### src/rtl/ibex_cheri_memexc_capture.sv
// CHERI memory-exception capture: latches the first faulting LSU access
// and holds its mtval/address until the controller takes the trap.
package ibex_pkg;
  localparam int unsigned CheriExcWidth = 6;
  localparam int unsigned ExcLen    = 0;
  localparam int unsigned ExcTag    = 1;
  localparam int unsigned ExcSeal   = 2;
  localparam int unsigned ExcPermEx = 3;
  localparam int unsigned ExcPermLd = 4;
  localparam int unsigned ExcPermSt = 5;

  typedef struct packed {
    logic [31:0] addr;
    logic        we;
    logic [5:0]  idx;
  } lsu_req_t;
endpackage

module ibex_cheri_memexc_capture #(
  parameter int unsigned CheriExcWidth = ibex_pkg::CheriExcWidth,
  parameter int unsigned CauseWidth    = 5
) (
  input  logic                     clk_i,
  input  logic                     rst_ni,
  input  logic                     data_req_i,
  input  logic                     data_gnt_i,
  input  logic                     data_rvalid_i,
  input  logic                     data_first_access_i,
  input  logic [31:0]              data_addr_i,
  input  logic                     data_we_i,
  input  logic [5:0]               auth_idx_i,
  input  logic [CheriExcWidth-1:0] cheri_mem_exc_i,
  input  logic                     exc_ack_i,
  output logic                     exc_valid_o,
  output logic [31:0]              exc_tval_o,
  output logic [31:0]              exc_addr_o,
  output logic                     exc_we_o,
  output logic                     kill_wb_o,
  output logic                     busy_o
);
  import ibex_pkg::*;

  localparam int unsigned PadW = 32 - 6 - CauseWidth;

  localparam logic [CauseWidth-1:0] CauseLen  = CauseWidth'('h01);
  localparam logic [CauseWidth-1:0] CauseTag  = CauseWidth'('h02);
  localparam logic [CauseWidth-1:0] CauseSeal = CauseWidth'('h03);
  localparam logic [CauseWidth-1:0] CausePEx  = CauseWidth'('h11);
  localparam logic [CauseWidth-1:0] CausePLd  = CauseWidth'('h12);
  localparam logic [CauseWidth-1:0] CausePSt  = CauseWidth'('h13);

  typedef enum logic [1:0] {
    IDLE,
    WAIT,
    FAULT
  } state_e;

  state_e   state_q, state_d;
  logic [1:0] cnt_q, cnt_d;
  logic     frp_q, frp_d;
  lsu_req_t req_q;
  logic [31:0] tval_q;
  logic [31:0] addr_q;
  logic     we_q;

  logic gnt;
  logic first_gnt;
  logic sample;
  logic fault_now;
  logic capture;
  logic [CauseWidth-1:0] cause;

  assign gnt       = data_req_i & data_gnt_i;
  assign first_gnt = gnt & data_first_access_i;
  assign sample    = data_rvalid_i & frp_q;
  assign fault_now = sample & (|cheri_mem_exc_i);
  assign capture   = fault_now & (state_q != FAULT);

  always_comb begin
    cause = '0;
    priority case (1'b1)
      cheri_mem_exc_i[ExcTag]:    cause = CauseTag;
      cheri_mem_exc_i[ExcSeal]:   cause = CauseSeal;
      cheri_mem_exc_i[ExcPermEx]: cause = CausePEx;
      cheri_mem_exc_i[ExcPermLd]: cause = CausePLd;
      cheri_mem_exc_i[ExcPermSt]: cause = CausePSt;
      cheri_mem_exc_i[ExcLen]:    cause = CauseLen;
      default:                    cause = '0;
    endcase
  end

  // Saturating outstanding count; simultaneous gnt and rvalid cancel.
  always_comb begin
    cnt_d = cnt_q;
    if (gnt && !data_rvalid_i && cnt_q != 2'd2) begin
      cnt_d = cnt_q + 2'd1;
    end else if (data_rvalid_i && !gnt && cnt_q != 2'd0) begin
      cnt_d = cnt_q - 2'd1;
    end
  end

  always_comb begin
    frp_d = frp_q;
    if (first_gnt) begin
      frp_d = 1'b1;
    end else if (sample) begin
      frp_d = 1'b0;
    end
  end

  always_comb begin
    state_d = state_q;
    unique case (state_q)
      IDLE: begin
        if (fault_now) begin
          state_d = FAULT;
        end else if (first_gnt) begin
          state_d = WAIT;
        end
      end
      WAIT: begin
        if (fault_now) begin
          state_d = FAULT;
        end else if (cnt_d == 2'd0 && !first_gnt) begin
          state_d = IDLE;
        end
      end
      FAULT: begin
        if (exc_ack_i) begin
          state_d = (cnt_d != 2'd0) ? WAIT : IDLE;
        end
      end
      default: state_d = IDLE;
    endcase
  end

  always_ff @(posedge clk_i or negedge rst_ni) begin
    if (!rst_ni) begin
      state_q <= IDLE;
      cnt_q   <= 2'd0;
      frp_q   <= 1'b0;
      req_q   <= '0;
      tval_q  <= '0;
      addr_q  <= '0;
      we_q    <= 1'b0;
    end else begin
      state_q <= state_d;
      cnt_q   <= cnt_d;
      frp_q   <= frp_d;
      if (first_gnt) begin
        req_q <= '{addr: data_addr_i,
                   we:   data_we_i,
                   idx:  auth_idx_i};
      end
      if (capture) begin
        tval_q <= {{PadW{1'b0}}, req_q.idx, cause};
        addr_q <= req_q.addr;
        we_q   <= req_q.we;
      end
    end
  end

  assign exc_valid_o = (state_q == FAULT);
  assign exc_tval_o  = tval_q;
  assign exc_addr_o  = addr_q;
  assign exc_we_o    = we_q;
  assign busy_o      = (cnt_q != 2'd0) | (state_q != IDLE);
  assign kill_wb_o   = rst_ni & data_rvalid_i &
                       (fault_now | (state_q == FAULT));

endmodule

### config.mk
export PLATFORM = sky130hd
export DESIGN_NAME = ibex_cheri_memexc_capture
export DESIGN_NICKNAME = d
export VERILOG_FILES = /design/src/rtl/ibex_cheri_memexc_capture.sv
export SDC_FILE = /design/constraint.sdc
export NUM_CORES = 1
export LEC_CHECK = 0
export BUFFER_PORTS_ARGS = -buffer_cell sky130_fd_sc_hd__buf_2
export CAP_MARGIN = 20
export CORE_UTILIZATION = 40
export DETAILED_ROUTE_END_ITERATION = 6
export PLACE_DENSITY = 0.69
export SLEW_MARGIN = 10
export SYNTH_ARGS = -nofsm -noshare
export SYNTH_HDL_FRONTEND = slang
export SYNTH_SLANG_ARGS = --single-unit
### constraint.sdc
create_clock -name clk_i -period 1.71 [get_ports clk_i]
set_input_delay 0.342 -clock clk_i [delete_from_list [all_inputs] [get_ports clk_i]]
set_output_delay 0.342 -clock clk_i [all_outputs]
set_load 0.01 [all_outputs]
==> metrics.yaml, run 1 <==
drt:
  viasPerCell: 4.70
  wirelength_um: 6770
  ant_nets: 0
  first_pass_iters: 4
  drc: 0
  drtIter0Drc: 61
  vias: 2221
  avgRoutedWirePerCell_um: 14.3
yosys:
  synth-xor-area-share_pct: 0.232
  ys_types: 36
  seq_area_frac_synth_pct: 57.0
  yosys.area.top_type: "dfrtp_1"
  yosysWarnings: 0
  synth_ff_type: "dfrtp_1"
  synth.mux.area_fraction_pct: 27.8
  synth_edf_count: 0
  yosysTopAreaCellShare_pct: 57.0
  ys_top_cells_by_count: "dfrtp_1 (86), mux2_2 (43), mux2_4 (37)"
  synthArstFlopShare_pct: 100
  synth_top_family_by_area: "multiplexers"
  syn_area_per_cell_sq_um: 15.1
  synth_most_common_cell: "dfrtp_1"
  netlist_area_sq_um: 3780
  synth_compound_area_share_pct: 3.18
  yosys-top-cells-area: "dfrtp_1 (57%), mux2_4 (15%), mux2_2 (13%)"
  ys_ff_latch: 86
  synth-adder-area-share_pct: 0.662
  synth_cells: 250
  synthSimpleGateAreaFrac_pct: 3.25
sta:
  hold_violations: 0
  fin_crit_sh_pct: 95.3
  drv_slew: 0
  grt_setup_unrepaired: "false"
  final.setup_skew_ps: 10.3
  finalSetupViolations: 0
  finalCriticalPeriod_ps: 1630
  fmax_mhz: 614
worst_setup_path:
  crit_path_frequent_cell: "buf_2"
  path_delay_family: "simple AND/OR/NAND/NOR gates"
  r2r_cells: 4
  crit_buf_inv: 2
  worstSetupStartpointType: "input pin"
  timing.rr.end: "exc_addr_o[14]"
  crit_required_ps: 1370
  max_stage_delay_ps: 410
  cpMaxStageDelayCell: "or3_1"
  crit_start: "cheri_mem_exc_i[0]"
  crit_arrival_ps: 1290
  path_class: "input pin to output pin"
  path_max_fanout: 3
  worstPathCellList: "buf_2 > or3_1 > o211ai_1 > a21oi_1 > buf_2"
  r2r-start: "state_q[1]"
  reg2reg_slack_ps: 130
  critPathCaptureType: "output pin"
clock_network:
  cts.clk_slew.worst_paths_ps: 90
  cts_tree: "built"
  clock_latency_ps: 350
  clock-sinks: 86
  htreeDepth: 3
  clockRootBuffer: "clkbuf_8"
  cts_made_buffers: 9
  clockBufferDepth: 2
  postCtsHoldBufs: 0
die:
  core_area_sq_um: 9200
  rows: 35
  start_util_pct: 41.1
  ios: 120
  fp.dieH_um: 99.2
  die_w_um: 99.2
  dieArea_sq_um: 9840
finish:
  fin_nets: 411
  fill_cells: 828
  area_growth_pct: 20.7
  post_route_cells_drive_above_1_share_pct: 57.7
  final_cells: 473
  diodes: 0
  postLayoutCoreUtil_pct: 49.6
worst_hold_path:
  hold_path.class: "input pin to asynchronous set/reset pin"
grt:
  grt_usage_pct: 14.5
  grt_pass1_vias: 2207
  grt_first_pass_wirelength_um: 11000
  grt_max_degree: 87
  gr-total-overflow: 0
  antenna_found_initial: 0
power:
  power_mw: 6.71
  vdd_drop_max_mv: 0.622
  power_leakage_nw: 2.24
  power_density_nw_per_um2: 1470
place:
  hpwl_um: 4590
  routabilityCongestion: 0.796
  placedCellCount: 458
  io_buffers: 96
outcome:
  outcome: "completed"
flow_run:
  drv_cap: 0
==> cell type report <==
type | instances | area [sq um] | area share, %
multi-input cells | 148 | 1430 | 31.3
clock inverters | 6 | 93.8 | 2.06
flip-flops and latches | 86 | 2150 | 47.2
repair buffers | 107 | 603 | 13.2
clock buffers | 10 | 128 | 2.80
well taps | 111 | 139 | 3.05
inverters | 5 | 18.8 | 0.412
==> how the worst max path moves through the flow <==
stage	cells past startpoint	to	slack, ps
after floorplan	5	exc_addr_o[0]	30
after global placement	5	exc_addr_o[19]	-70
after detailed placement	5	exc_addr_o[20]	-100
after CTS	4	busy_o	40
after global routing	3	kill_wb_o	9
final	5	kill_wb_o	80
==> stage by stage <==
stage	setup slack, ps	area (sq um)	hold slack [ps]	TNS, ps
2_1_floorplan	30.4	3860	46.4	0
3_3_place_gp	-72.1	4340	427	-2610
3_5_place_dp	-99.3	4340	433	-3310
4_1_cts	35.4	4550	36.6	0
5_1_grt	9.20	4560	25.1	0
6_report	80.5	4560	18.9	0
==> logic make-up after synthesis <==
logic type	count (synthesis)
buffers and inverters	38
DFF	86
other	1
adders and majority gates	2
xor gates and xnor gates	1
AOI/OAI and AO/OA	17
muxes	81
and+or+nand+nor	24
==> report_power, final <==
part           total, mW  switching (mW)  internal (mW)  leakage (nW)
Clock               1.57           0.735          0.834         0.107
Combinational       2.07           0.850           1.22          1.11
Sequential          3.08           0.383           2.69          1.03
==> cell usage in the layout (no fill, tap or decap), drive strengths merged, types with 2 or more instances in the layout <==
cell type and count:
mux2 80, nor2b 2, nor3 2, inv 6
o21bai 2, buf 107, a21oi 4, nor2 9
clkbuf 10, conb 23, or3 2, o21ai 2
dfrtp 86, ha 2, bufinv 2, nand2 5
clkinv 2
==> layer usage <==
layer / vias to the layer above / global-route usage (%) / routed length (um)
met3: 9 / 4.15 / 352
met4: 0 / 6.11 / 108
li1: 1041 / - / -
met1: 1091 / 18.9 / 3180
met5: - / 0 / 0
met2: 80 / 23.0 / 3130
==> timing repair <==
item                                    in CTS  in global routing
endpoints found under the setup margin       1                  2
gates resized for setup                      0                  3
cloned                                       0                  0
buffers inserted                             1                  0
pin swaps                                    3                  0
==> sequential cells by signal, summed over array words and instances (netlist names) <==
signal,cells
exc_we_o,1
cnt_q,2
exc_addr_o,32
exc_tval_o,9
frp_q,1
state_q,2
req_q,39
Power figures use the tool's default switching activity.
==> inputs of run 2 (changes only) <==
- CELL_PAD_IN_SITES_DETAIL_PLACEMENT: default -> 1
- CELL_PAD_IN_SITES_GLOBAL_PLACEMENT: default -> 1
- PLACE_DENSITY: 0.69 -> 0.82
==> metrics.yaml, run 2 (synthesis results as in run 1) <==
grt:
  grt_pass1_vias: 2496  # +13%
  grt_first_pass_wirelength_um: 13000  # +19%
  grt_max_degree: 87  # unchanged
  grt_usage_pct: 17.5  # +2.9 points
  antenna_found_initial: 0  # unchanged
  gr-total-overflow: 0  # unchanged
die:
  die_w_um: 99.2  # unchanged
  dieArea_sq_um: 9840  # unchanged
  ios: 120  # unchanged
  core_area_sq_um: 9200  # unchanged
  rows: 35  # unchanged
  start_util_pct: 41.1  # unchanged
  fp.dieH_um: 99.2  # unchanged
outcome:
  outcome: "completed"
finish:
  largest_register: "req_q"
  fin_nets: 413  # +0.49%
  area_growth_pct: 21.5
  fill_cells: 962  # +16%
  diodes: 0  # unchanged
  layout_commonest_cell: "buf_2"
  post_route_cells_drive_above_1_share_pct: 59.1  # +1.3 points
  largest_reg_flops: 39  # unchanged
  final_cell_mix: "buf_2 (95), dfrtp_1 (86), mux2_2 (43)"
sta:
  fmax_mhz: 603  # -1.7%
  grt_setup_unrepaired: "false"
  finalCriticalPeriod_ps: 1660  # +28.6 ps
  hold_slack_ps: 50.7  # +31.8 ps
  drv_slew: 0  # unchanged
  final.setup_skew_ps: 9.41  # -0.936 ps
  hold_violations: 0  # unchanged
  finalSetupViolations: 0  # unchanged
  fin_crit_sh_pct: 97.0  # +1.7 points
clock_network:
  clock-sinks: 86  # unchanged
  postCtsHoldBufs: 0  # unchanged
  cts_made_buffers: 9  # unchanged
  htreeDepth: 3  # unchanged
  cts.clk_slew.worst_paths_ps: 90  # about the same
  clockRootBuffer: "clkbuf_8"
  clock_latency_ps: 350  # about the same
  cts_tree: "built"
  clockBufferDepth: 2  # unchanged
worst_setup_path:
  worstSetupStartpointType: "input pin"
  path_max_fanout: 3  # unchanged
  r2r-start: "state_q[1]"
  crit_required_ps: 1370  # about the same
  worstPathCellList: "buf_2 > or3_4 > o211ai_1 > a21oi_2 > buf_2"
  critPathCaptureType: "output pin"
  crit_arrival_ps: 1320  # +30 ps
  r2r_cells: 4  # unchanged
  path_class: "input pin to output pin"
  timing.rr.end: "exc_addr_o[16]"
  max_stage_delay_ps: 410  # about the same
  cpMaxStageDelayCell: "or3_4"
  crit_path_frequent_cell: "buf_2"
  reg2reg_slack_ps: 170  # +40 ps
drt:
  first_pass_iters: 6  # +2
  ant_nets: 0  # unchanged
  drtIter0Drc: 38  # -38%
  drc: 0  # unchanged
  viasPerCell: 4.76  # +1.5%
  avgRoutedWirePerCell_um: 16.7  # +16%
  vias: 2263  # +1.9%
  wirelength_um: 7920  # +17%
place:
  io_buffers: 96  # unchanged
  hpwl_um: 5710  # +24%
  routabilityCongestion: 0.757  # -4.8%
worst_hold_path:
  hold_path.class: "input pin to asynchronous set/reset pin"
power:
  power_density_nw_per_um2: 1470  # -0.29%
  power_mw: 6.74  # +0.37%
  vdd_drop_max_mv: 0.719  # +16%
  power_leakage_nw: 2.26  # +0.72%
flow_run:
  drv_cap: 0  # unchanged
==> run 2: worst max-delay path: cells and delay by family <==
family / cells / cell delay [ps]
buffers and inverters: 2 / 260
AND/OR/NAND/NOR: 1 / 410
AO/OA/AOI/OAI: 2 / 310
==> run 2: cell type report <==
type / instances / area [sq um] / share of cell area (%)
sequential: 86 / 2150 / 46.9
multi-input combinational: 148 / 1440 / 31.3
timing repair buffer: 109 / 631 / 13.7
tap: 111 / 139 / 3.03
clock buffer: 10 / 138 / 3.00
clock inverter: 6 / 75.1 / 1.64
inverter: 5 / 18.8 / 0.409
==> run 2: stage by stage <==
| step | utilization (%) | setup slack (ps) | setup TNS (ps) | cells | cell area (sq um) |
|---|---|---|---|---|---|
| after floorplan | - | 30.4 | 0 | 272 | 3860 |
| after global placement | 47.5 | -52.7 | -1870 | 460 | 4360 |
| after detailed placement | 47.5 | -117 | -4410 | 460 | 4360 |
| after CTS | 49.8 | 32.7 | 0 | 475 | 4580 |
| after global routing | 49.9 | 10.6 | 0 | 475 | 4590 |
| final | 49.9 | 52.0 | 0 | 475 | 4590 |
==> run 2: how the worst max path moves through the flow <==
stage	startpoint	endpoint	slack, ps	cells after the start
6_report	cheri_mem_exc_i[0]	kill_wb_o	50	5
5_1_grt	state_q[0]	kill_wb_o	10	3
4_1_cts	state_q[0]	kill_wb_o	30	3
3_5_place_dp	cheri_mem_exc_i[2]	exc_tval_o[9]	-120	5
3_3_place_gp	cheri_mem_exc_i[3]	exc_addr_o[8]	-50	5
2_1_floorplan	cheri_mem_exc_i[3]	exc_addr_o[0]	30	5
==> run 2: routing by layer <==
layer,share of wire [%],track usage (%),vias up
met2,50,30.5,84
li1,-,-,1040
met3,5.8,5.83,5
met1,43,21.2,1134
met5,0,0,-
met4,0.72,3.73,0
==> run 2: power breakdown <==
part,switching [mW],internal (mW)
clock network,0.768,0.741
logic,0.900,1.23
registers,0.405,2.69
total,2.07,4.66
==> run 2: timing repair <==
action	4_1_cts	5_1_grt
pin swaps	3	0
buffers inserted	1	0
setup endpoints to repair	1	3
gates resized for setup	2	4
==> inputs of run 3 (changes only) <==
- GPL_TIMING_DRIVEN: default -> 0
==> metrics.yaml, run 3 (synthesis results as in run 1) <==
worst_setup_path:
  critPathCaptureType: "output pin"
  crit_buf_inv: 2  # unchanged
  cpMaxStageDelayCell: "or3_4"
  path_max_fanout: 4  # +1
  worstSetupStartpointType: "input pin"
  crit_required_ps: 1370  # about the same
  max_stage_delay_ps: 420  # about the same
  reg2reg_slack_ps: 120  # -50 ps
  path_delay_family: "simple AND/OR/NAND/NOR gates"
  crit_arrival_ps: 1300  # -20 ps
  path_class: "input pin to output pin"
  crit_path_frequent_cell: "buf_2"
  worstPathCellList: "buf_2 > or3_4 > o211ai_1 > a21oi_1 > buf_2"
drt:
  drc: 0  # unchanged
  viasPerCell: 4.85  # +1.8%
  wirelength_um: 8190  # +3.4%
  drtIter0Drc: 63  # +66%
  ant_nets: 0  # unchanged
  first_pass_iters: 4  # -2
  avgRoutedWirePerCell_um: 16.4  # -1.3%
  vias: 2416  # +6.8%
clock_network:
  htreeDepth: 3  # unchanged
  cts_tree: "built"
  cts_made_buffers: 9  # unchanged
  clockBufferDepth: 2  # unchanged
  clockRootBuffer: "clkbuf_8"
  clock-sinks: 86  # unchanged
  clock_latency_ps: 350  # about the same
  cts.clk_slew.worst_paths_ps: 100  # about the same
grt:
  antenna_found_initial: 0  # unchanged
  grt_first_pass_wirelength_um: 13400  # +2.6%
  grt_max_degree: 54  # -38%
  grt_pass1_vias: 2599  # +4.1%
  gr-total-overflow: 0  # unchanged
  grt_usage_pct: 17.9  # +0.42 points
sta:
  hold_violations: 51  # +51
  grt_setup_unrepaired: "false"
  worst_pin_slew_ps: 637
  fin_setup_tns_ps: 0  # unchanged
  fin_crit_sh_pct: 96.3  # -0.65 points
  fmax_mhz: 607  # +0.68%
  hold_slack_ps: -66.7  # -117 ps
  final.setup_skew_ps: 14.1  # +4.70 ps
  drv_slew: 0  # unchanged
  slew_headroom_pct: 57.5
  finalCriticalPeriod_ps: 1650  # -11.1 ps
  finalSetupViolations: 0  # unchanged
place:
  placedCellCount: 480  # +4.3%
  hpwl_um: 6040  # +5.8%
  io_buffers: 96  # unchanged
  routabilityCongestion: 0.810  # +6.9%
finish:
  final_cells: 498  # +4.8%
  largest_register: "req_q"
  fill_cells: 974  # +1.2%
  postLayoutCoreUtil_pct: 51.5  # +1.6 points
  fin_nets: 436  # +5.6%
  final_cell_mix: "buf_2 (95), dfrtp_1 (86), mux2_2 (43)"
  post_route_cells_drive_above_1_share_pct: 59.2  # +0.11 points
  diodes: 0  # unchanged
  area_growth_pct: 25.4
  layout_commonest_cell: "buf_2"
  largest_reg_flops: 39  # unchanged
outcome:
  outcome: "finished with violations"
  violations: "negative hold slack"
flow_run:
  drv_cap: 0  # unchanged
die:
  fp.dieH_um: 99.2  # unchanged
  rows: 35  # unchanged
  start_util_pct: 41.1  # unchanged
  dieArea_sq_um: 9840  # unchanged
  core_area_sq_um: 9200  # unchanged
  die_w_um: 99.2  # unchanged
  ios: 120  # unchanged
power:
  power_density_nw_per_um2: 1430  # -2.7%
  vdd_drop_max_mv: 0.592  # -18%
  power_leakage_nw: 2.37  # +4.9%
worst_hold_path:
  hold_path.class: "input pin to asynchronous set/reset pin"
==> run 3: layout make-up <==
class / count / area, sq um / area share [%]
plain buffers: 33 / 279 / 5.89
clock buffers: 9 / 124 / 2.61
clock inverters: 7 / 77.6 / 1.64
inverters: 5 / 18.8 / 0.396
multi-input cells: 148 / 1430 / 30.1
flip-flops and latches: 86 / 2150 / 45.4
well taps: 111 / 139 / 2.93
repair buffers: 99 / 522 / 11.0
==> run 3: final timing paths <==
path	from	endpoint	cells after the start
worst max register to register	state_q[1]	exc_addr_o[10]	5
max in group asynchronous	rst_ni	req_q[33]	2
min in group clk_i	exc_ack_i	state_q[1]	2
worst min register to register	req_q[37]	exc_addr_o[30]	1
worst min-delay path	rst_ni	req_q[4]	1
worst max-delay path	cheri_mem_exc_i[3]	kill_wb_o	5
==> run 3: power breakdown <==
part | leakage (nW) | internal (mW) | total, mW | switching, mW
Clock | 0.106 | 0.694 | 1.46 | 0.770
Combinational | 1.23 | 1.29 | 2.20 | 0.913
Sequential | 1.03 | 2.69 | 3.10 | 0.410
==> run 3: worst register-to-register path: stages, from the launching register on <==
cell and delay (ps):
dfrtp_1 430, nand2b_1 160, o2111a_1 210, buf_6 170
buf_8 180, mux2_4 320
==> run 3: metal layers <==
layer	up-vias	GRT usage [%]	share of wire, %	routed length, um
li1	1092	-	-	-
met1	1227	22.0	43	3490
met2	88	31.2	51	4160
met3	9	4.29	5.7	464
met4	0	5.77	0.92	75
met5	-	0	0	0
==> run 3: timing repair <==
action | CTS | global route
gates resized for setup | 1 | 5
pin swaps | 0 | 0
endpoints found under the setup margin | 1 | 3
endpoints found under the hold margin | 51 | 51
buffers inserted | 0 | 2
==> run 3: stage by stage <==
step                      cell area, sq um  worst slack [ps]  hold slack, ps  power (mW)
after floorplan                       3860              30.4            46.4        4.43
after global placement                4480              -927             480        5.14
after detailed placement              4500              -244             442        5.31
after CTS                             4710              17.7           -58.3        6.82
after global routing                  4740              16.3           -42.4        7.19
final                                 4740              63.1           -66.7        6.77
